$ cat src/rtl/count_ctrl_pkg.sv
// Shared types for the count-run scheduler: FSM state encoding and default widths.
package count_ctrl_pkg;

  localparam int CNT_W_DEFAULT = 8;

  typedef enum logic [1:0] {
    ST_IDLE = 2'd0,
    ST_RUN  = 2'd1,
    ST_DONE = 2'd2
  } state_t;

endpackage

$ cat src/rtl/rr_arbiter.sv
// Combinational round-robin picker: first asserted request at or after i_ptr, wrapping.
module rr_arbiter #(
  parameter  int NUM_REQ = 4,
  localparam int IW      = $clog2(NUM_REQ)
) (
  input  logic [NUM_REQ-1:0] i_req,
  input  logic [IW-1:0]      i_ptr,
  output logic [NUM_REQ-1:0] o_grant,
  output logic [IW-1:0]      o_idx,
  output logic               o_any
);

  logic [IW-1:0] w_cand;

  always_comb begin
    o_grant = '0;
    o_idx   = '0;
    o_any   = 1'b0;
    w_cand  = '0;
    for (int off = 0; off < NUM_REQ; off++) begin
      w_cand = IW'((int'(i_ptr) + off) % NUM_REQ);
      if (!o_any && i_req[w_cand]) begin
        o_any           = 1'b1;
        o_grant[w_cand] = 1'b1;
        o_idx           = w_cand;
      end
    end
  end

endmodule

$ cat src/rtl/count_run_scheduler.sv
// Grants one requester at a time a run of LEN enable cycles on a shared counter,
// then reports a one-cycle completion record.
module count_run_scheduler
  import count_ctrl_pkg::*;
#(
  parameter  int NUM_REQ = 4,
  parameter  int CNT_W   = CNT_W_DEFAULT,
  localparam int IDW     = $clog2(NUM_REQ)
) (
  input  logic                     clk,
  input  logic                     reset_n,
  input  logic [NUM_REQ-1:0]       req_valid,
  input  logic [NUM_REQ*CNT_W-1:0] req_len,
  output logic [NUM_REQ-1:0]       req_ready,
  input  logic                     abort,
  input  logic [CNT_W-1:0]         cnt_value,
  input  logic                     cnt_max,
  output logic                     cnt_enable,
  output logic                     busy,
  output logic                     done_valid,
  output logic [IDW-1:0]           done_id,
  output logic [CNT_W-1:0]         done_count,
  output logic                     done_max_seen,
  output logic                     done_aborted
);

  state_t             r_state, w_state_next;
  logic [IDW-1:0]     r_rr_ptr, r_id, w_gidx, w_ptr_next;
  logic [NUM_REQ-1:0] w_grant;
  logic               w_any;
  logic [CNT_W-1:0]   r_remaining, w_len_sel;
  logic [CNT_W-1:0]   w_len_arr [NUM_REQ];
  logic               r_max_seen, r_aborted;

  rr_arbiter #(.NUM_REQ(NUM_REQ)) u_arb (
    .i_req   (req_valid),
    .i_ptr   (r_rr_ptr),
    .o_grant (w_grant),
    .o_idx   (w_gidx),
    .o_any   (w_any)
  );

  for (genvar gi = 0; gi < NUM_REQ; gi++) begin : g_len
    assign w_len_arr[gi] = req_len[gi*CNT_W +: CNT_W];
  end

  assign w_len_sel  = w_len_arr[w_gidx];
  assign w_ptr_next = (w_gidx == IDW'(NUM_REQ - 1)) ? '0 : w_gidx + IDW'(1);

  always_comb begin
    w_state_next  = r_state;
    req_ready     = '0;
    cnt_enable    = 1'b0;
    busy          = 1'b0;
    done_valid    = 1'b0;
    done_id       = '0;
    done_count    = '0;
    done_max_seen = 1'b0;
    done_aborted  = 1'b0;
    case (r_state)
      ST_IDLE: begin
        if (w_any && reset_n) begin
          req_ready    = w_grant;
          w_state_next = (w_len_sel == '0) ? ST_DONE : ST_RUN;
        end
      end
      ST_RUN: begin
        cnt_enable = 1'b1;
        busy       = 1'b1;
        if (abort || r_remaining == CNT_W'(1)) w_state_next = ST_DONE;
      end
      ST_DONE: begin
        // The counter already shows the value after the final increment here.
        busy          = 1'b1;
        done_valid    = 1'b1;
        done_id       = r_id;
        done_count    = cnt_value;
        done_max_seen = r_max_seen;
        done_aborted  = r_aborted;
        w_state_next  = ST_IDLE;
      end
      default: w_state_next = ST_IDLE;
    endcase
  end

  always_ff @(posedge clk or negedge reset_n) begin
    if (!reset_n) begin
      r_state     <= ST_IDLE;
      r_rr_ptr    <= '0;
      r_id        <= '0;
      r_remaining <= '0;
      r_max_seen  <= 1'b0;
      r_aborted   <= 1'b0;
    end else begin
      r_state <= w_state_next;
      case (r_state)
        ST_IDLE: begin
          if (w_any) begin
            r_id        <= w_gidx;
            r_remaining <= w_len_sel;
            r_rr_ptr    <= w_ptr_next;
            r_max_seen  <= 1'b0;
            r_aborted   <= 1'b0;
          end
        end
        ST_RUN: begin
          r_remaining <= r_remaining - CNT_W'(1);
          r_max_seen  <= r_max_seen | cnt_max;
          if (abort) r_aborted <= 1'b1;
        end
        default: r_remaining <= '0;
      endcase
    end
  end

endmodule
$ cat config.mk
export PLATFORM = sky130hd
export DESIGN_NAME = count_run_scheduler
export DESIGN_NICKNAME = d
export VERILOG_FILES = /design/src/rtl/count_ctrl_pkg.sv /design/src/rtl/rr_arbiter.sv /design/src/rtl/count_run_scheduler.sv
export SDC_FILE = /design/constraint.sdc
export NUM_CORES = 1
export LEC_CHECK = 0
export ABC_CLOCK_PERIOD_IN_PS = 8100
export CORE_ASPECT_RATIO = 0.6
export CORE_MARGIN = 1
export CORE_UTILIZATION = 50
export CTS_BUF_LIST = sky130_fd_sc_hd__clkbuf_8
export CTS_CLUSTER_SIZE = 25
export DETAILED_ROUTE_END_ITERATION = 16
export GPL_ROUTABILITY_DRIVEN = 0
export PLACE_DENSITY = 0.92
export REMOVE_ABC_BUFFERS = 1
export SYNTH_ARGS = -nofsm -noshare
export SYNTH_HDL_FRONTEND = slang
export SYNTH_SLANG_ARGS = --single-unit
$ cat constraint.sdc
create_clock -name clk -period 8.1 [get_ports clk]
set_input_delay 2.025 -clock clk [delete_from_list [all_inputs] [get_ports clk]]
set_output_delay 2.025 -clock clk [all_outputs]
set_load 0.05 [all_outputs]
# --- After elaboration in Yosys (flattened, before gate mapping) ---
# Cells that the tools add are included.
word_totals:
  ff_bits: 16
  elab_cells: 104
classes:
  addsub: 5
  n_lt_le_gt_ge: 9
  mux: 51
  n_reduce_logical: 20
  bitwise_logic: 5
  n_eq_ne: 8
ops:
  columns: ["op", "count"]
  rows:
  - ["8-bit 2-to-1 mux", 4]
  - ["4-bit 2-to-1 mux", 6]
  - ["1-bit 2-to-1 mux", 19]
  - ["2-bit 2-to-1 mux", 9]
  - ["8-bit binary-select mux with 2-bit select", 1]
  - ["8-bit case mux with 2 select lines", 1]
  - ["2-bit by 3-bit less-than comparator with 1-bit output (second input constant)", 4]
  - ["4-bit bitwise OR", 3]
  - ["1-bit binary-select mux with 2-bit select", 4]
  - ["1-bit demux with 2-bit select", 4]
  - ["8-bit by 1-bit equality test with 1-bit output (second input constant)", 1]
  - ["2-bit by 1-bit >= comparator with 1-bit output (second input constant)", 4]
  - ["1-bit logical AND", 8]
  - ["8-bit logical NOT", 1]
  - ["2-bit != test (second input constant)", 4]
  - ["8-bit by 1-bit subtractor with 8-bit output (second input constant)", 1]
  - ["2-bit AND reduction", 3]
  - ["2-bit by 1-bit adder with 2-bit output (second input constant)", 2]
  - ["2-bit adder (second input constant)", 2]
  - ["2-bit equality test (second input constant)", 2]
  - ["1-bit case mux with 2 select lines", 2]
  - ["2-bit case mux with 2 select lines", 1]
  - ["3-bit >= comparator (second input constant)", 1]
  - ["1-bit logical NOT", 3]
  - ["other kinds (8)", 8]

# --- Logic depth before layout (Yosys ltp) ---
logic_depth:
  depth_word: 20
  ltp_mapped: 12
  mapped_depth_nobuf: 10

# --- Cells and area by module ---
# A second synthesis with hierarchy kept.
hier_totals:
  cells_unflattened: 178
  area_unflattened_um2: 1712.9
by_module_without_submodules:
  columns: ["module", "cells_each", "area_each_um2", "seq_area_each_um2", "instances"]
  rows:
  - ["count_run_scheduler", 133, 1291.2, 400.4, 1]
  - ["rr_arbiter", 45, 421.7, 0.0, 1]

# --- Least setup slack after synthesis ---
# No wires, ideal clock.
synth_path:
  path_type: "input -> output"
  start: "input req_valid[1]"
  end: "output req_ready[0]"
  t_arrival_ns: 3.802
  path_buffers: 0
  slack_ns: 2.273
  path_stages: 4
  required_ns: 6.075
  cell_sequence: "or2_2 o311ai_1 a221oi_1 nor2_1"
synth_between:
  elab_chain_cells: 15
  elab_cells_between_ends: 28
  cone_classes: "mux: 18; bitwise: 3; reduce/logical: 7"
synth_rtl:
  columns: ["element", "line_no", "text"]
  rows:
  - ["start: declaration", "count_run_scheduler.sv:12", "input logic [NUM_REQ-1:0] req_valid,"]
  - ["1-bit binary-select mux with 2-bit select", "rr_arbiter.sv:22", "if (!o_any && i_req[w_cand]) begin"]
  - ["1-bit 2-to-1 mux (implied by the code)", "rr_arbiter.sv:22", null]
  - ["1-bit 2-to-1 mux", "rr_arbiter.sv:22", null]
  - ["1-bit logical NOT", "rr_arbiter.sv:22", null]
  - ["1-bit logical AND", "rr_arbiter.sv:22", null]
  - ["1-bit 2-to-1 mux", "rr_arbiter.sv:22", null]
  - ["1-bit logical NOT", "rr_arbiter.sv:22", null]
  - ["1-bit logical AND", "rr_arbiter.sv:22", null]
  - ["1-bit 2-to-1 mux", "rr_arbiter.sv:22", null]
  - ["1-bit logical NOT", "rr_arbiter.sv:22", null]
  - ["1-bit logical AND", "rr_arbiter.sv:22", null]
  - ["1-bit 2-to-1 mux", "rr_arbiter.sv:22", null]
  - ["1-bit logical AND", "count_run_scheduler.sv:62", "if (w_any && reset_n) begin"]
  - ["4-bit 2-to-1 mux (*)", "count_run_scheduler.sv:62", null]
  - ["4-bit 2-to-1 mux (*)", "count_run_scheduler.sv:60", "case (r_state)"]
  - ["end: declaration", "count_run_scheduler.sv:14", "output logic [NUM_REQ-1:0] req_ready,"]
# Every way passes the cells marked *; elsewhere a longest branch is shown, timed or not. The select of a mux whose other input is x is not followed.

# --- Worst setup path after layout ---
layout_path:
  start: "input req_valid[1]"
  end: "output req_ready[3]"
# Same word-level chain as after synthesis.

==> qor.yml <==
status:
  outcome: "finished, final reports clean"
synth:
  async_flop_share_pct: 100
  ys_top_cells_by_area: "dfrtp_1 (22%), ha_1 (9.4%), mux4_2 (7.3%)"
  synth_edf_count: 0
  synth_compound_area_share_pct: 23.1
  synth.cell_area_um2: 1860
  synth_xor_area_share_pct: 0
  synth_top_area_share_pct: 21.5
  synth_mux_area_share_pct: 15.2
  yosys_warnings: 0
  yosys.area_share.simple_pct: 25.6
  synth_area_per_cell_um2: 8.34
  synthCells: 223
  synth_top_family_by_area: "simple AND/OR/NAND/NOR gates"
  synth-seq-area-share_pct: 21.5
  ys_ff_latch: 16
  synth.most_common_cell: "nand2_1"
  ys_types: 48
  yosys.area.top_type: "dfrtp_1"
  synthTopCellsByCount: "nand2_1 (20), nor2_1 (17), dfrtp_1 (16), and2_1 (14), ha_1 (14)"
  synth_ff_type: "dfrtp_1"
  synthAdderAreaFrac_pct: 9.41
worst_setup_path:
  rr_worst_depth: 10
  slowest_stage: "o311ai_1"
  crit_path_frequent_cell: "clkdlybuf4s50_1"
  crit_path_start_kind: "primary input"
  required_ns: 6.08
  r2r-start: "r_rr_ptr[0]"
  crit_path_start: "req_valid[1]"
  r2r-end: "r_state[1]"
  max_stage_delay_ns: 0.85
  cp_data_arrival_time_ns: 4.95
  endpoint: "req_ready[3]"
  critPathKind: "in2out"
  reg2reg_setup_slack_ns: 3.78
  worstPathCellList: "clkdlybuf4s50_1 -> or2_2 -> o311ai_1 -> a221oi_1 -> nor2_1 -> clkdlybuf4s50_1"
  cp-end-kind: "primary output"
  crit_fanout: 10
final_layout:
  syn_to_final_growth_pct: 39.7
  layout.nets: 347
  drive_gt1_share_pct: 9.51
  stdcell_count: 329
  diodes: 0
  fin_util_pct: 76.4
clocking:
  clk_path_buf_depth: 2
  cts_repair_resize_count: 0
  clock_latency_ns: 0.25
  cts_buffers: 3
  ctsHtreeMaxLevel: 1
  post_cts_buffers: 0
  cts.clk_slew.worst_paths_ns: 0.06
  cts-root-buf: "clkbuf_8"
  postCtsHoldBufs: 0
  cts_tree: "built"
  numClockSinks: 16
drt:
  ant_nets: 0
  drt_iter0_markers: 105
  vias: 2009
  wl_mm: 5.14
  via_per_inst: 6.11
  drc: 0
  drt_first_pass_iters: 4
  routedWlPerCell_um: 15.6
power:
  p_comb_share_pct: 76.0
  power_density_nw_per_um2: 390
  leakagePower_nw: 1.08
  p_sw_uw: 523
  irDropWorstVdd_v: 0.000205
  swShare_pct: 51.6
  clkPwrFrac_pct: 7.2
  seqPwrFrac_pct: 16.8
  total_power_mw: 1.01
  p_int_uw: 490
worst_hold_path:
  hp-start: "r_id[1]"
  hold_path_class: "reg2reg"
timing:
  period_share_pct: 86.1
  drv_slew: 0
  setup_tns_ns: 0
  max_freq_mhz: 143
  setup_viol: 0
  holdWs_ns: 0.494
  rsz0062_at_grt: "false"
  hold_violations: 0
  fin_skew_ns: 0.00546
  period_needed_ns: 6.98
  slew_headroom_pct: 33.0
  tightestPinTransition_ns: 0.989
die:
  row_count: 16
  die_width_um: 80.8
  die-area_um2: 3980
  die_y_um: 49.3
  start_util_pct: 54.7
  ios: 67
  core_area_um2: 3400
global_route:
  grt_use_total_pct: 27.5
  grt_first_pass_wirelength_mm: 8.30
  first_global_vias: 1759
  grt_remaining_overflow: 0
  antenna_found_initial: 0
  grt_max_degree: 20
run:
  cap_violations: 0
placed_design:
  dp_cells: 325
  portBuffers: 66
  hpwl_mm: 4.09
worst max-delay path, delay by kind of cell:
family,cells,cell delay [ns]
buf+inv,2,1.35
simple gates,2,0.52
compound gates,2,1.05
registers in the layout, indices dropped and copies added, names as in the netlist:
signal / count
r_id: 2
r_remaining: 8
r_state: 2
r_aborted: 1
r_max_seen: 1
r_rr_ptr: 2
routing by layer:
| layer | part of all wire, % | track usage (%) |
|---|---|---|
| met5 | 0 | 0 |
| met3 | 9.0 | 5.05 |
| met2 | 43 | 44.1 |
| met4 | 2.0 | 7.14 |
| met1 | 46 | 37.9 |
power groups by stage:
stage                     clock network, mW  registers [mW]  logic, mW
after floorplan                           0           0.156      0.576
after global placement                    0           0.168      0.734
after detailed placement                  0           0.170      0.758
after CTS                            0.0733           0.169      0.761
after global routing                 0.0765           0.179      0.840
final                                0.0731           0.171      0.770
cells by family after synthesis:
group / count (synthesis)
buffers and inverters: 24
DFF: 16
adders and majority gates: 14
and+or+nand+nor: 88
muxes: 20
AOI/OAI and AO/OA: 61
worst min-delay path by stage:
stage               slack (ns)       to  cells past startpoint
CTS                       0.50  r_id[1]                      2
global route              0.54  r_id[1]                      2
detailed placement        0.49  r_id[1]                      2
global placement          0.46  r_id[1]                      2
finish                    0.49  r_id[1]                      2
floorplan                 0.44  r_id[1]                      2
stage by stage:
step	setup slack, ns	instance area [µm²]
floorplan	2.27	1810
global placement	1.23	2540
detailed placement	1.17	2540
CTS	1.15	2600
global route	0.991	2600
finish	1.12	2600
layout by cell type, fill, tap and decap left out, types with 3 or more instances in the layout:
cell type and n:
a32oi_1 3, nand2_1 20, ha_1 14, mux2i_1 8
a21o_1 6, o211ai_1 6, a21oi_1 9, a221oi_1 4
inv_1 11, o21ai_0 10, and2_1 14, nor4_1 6
nor3_1 7, mux2_2 6, clkbuf_8 4, a211oi_1 4
mux4_2 6, clkdlybuf4s50_1 66, nor2_1 17, a22oi_1 6
nand3b_1 4, dfrtp_1 16, a22o_1 3, or3_1 5
area by class of cell:
| cell class | instances | area, µm² |
|---|---|---|
| clock buffer | 4 | 55.1 |
| timing repair buffer | 68 | 676 |
| fill | 281 | 803 |
| multi-input combinational | 183 | 1360 |
| inverter | 13 | 48.8 |
| sequential | 16 | 400 |
| tap | 45 | 56.3 |
Note: power is estimated with default switching activity, not from simulation.
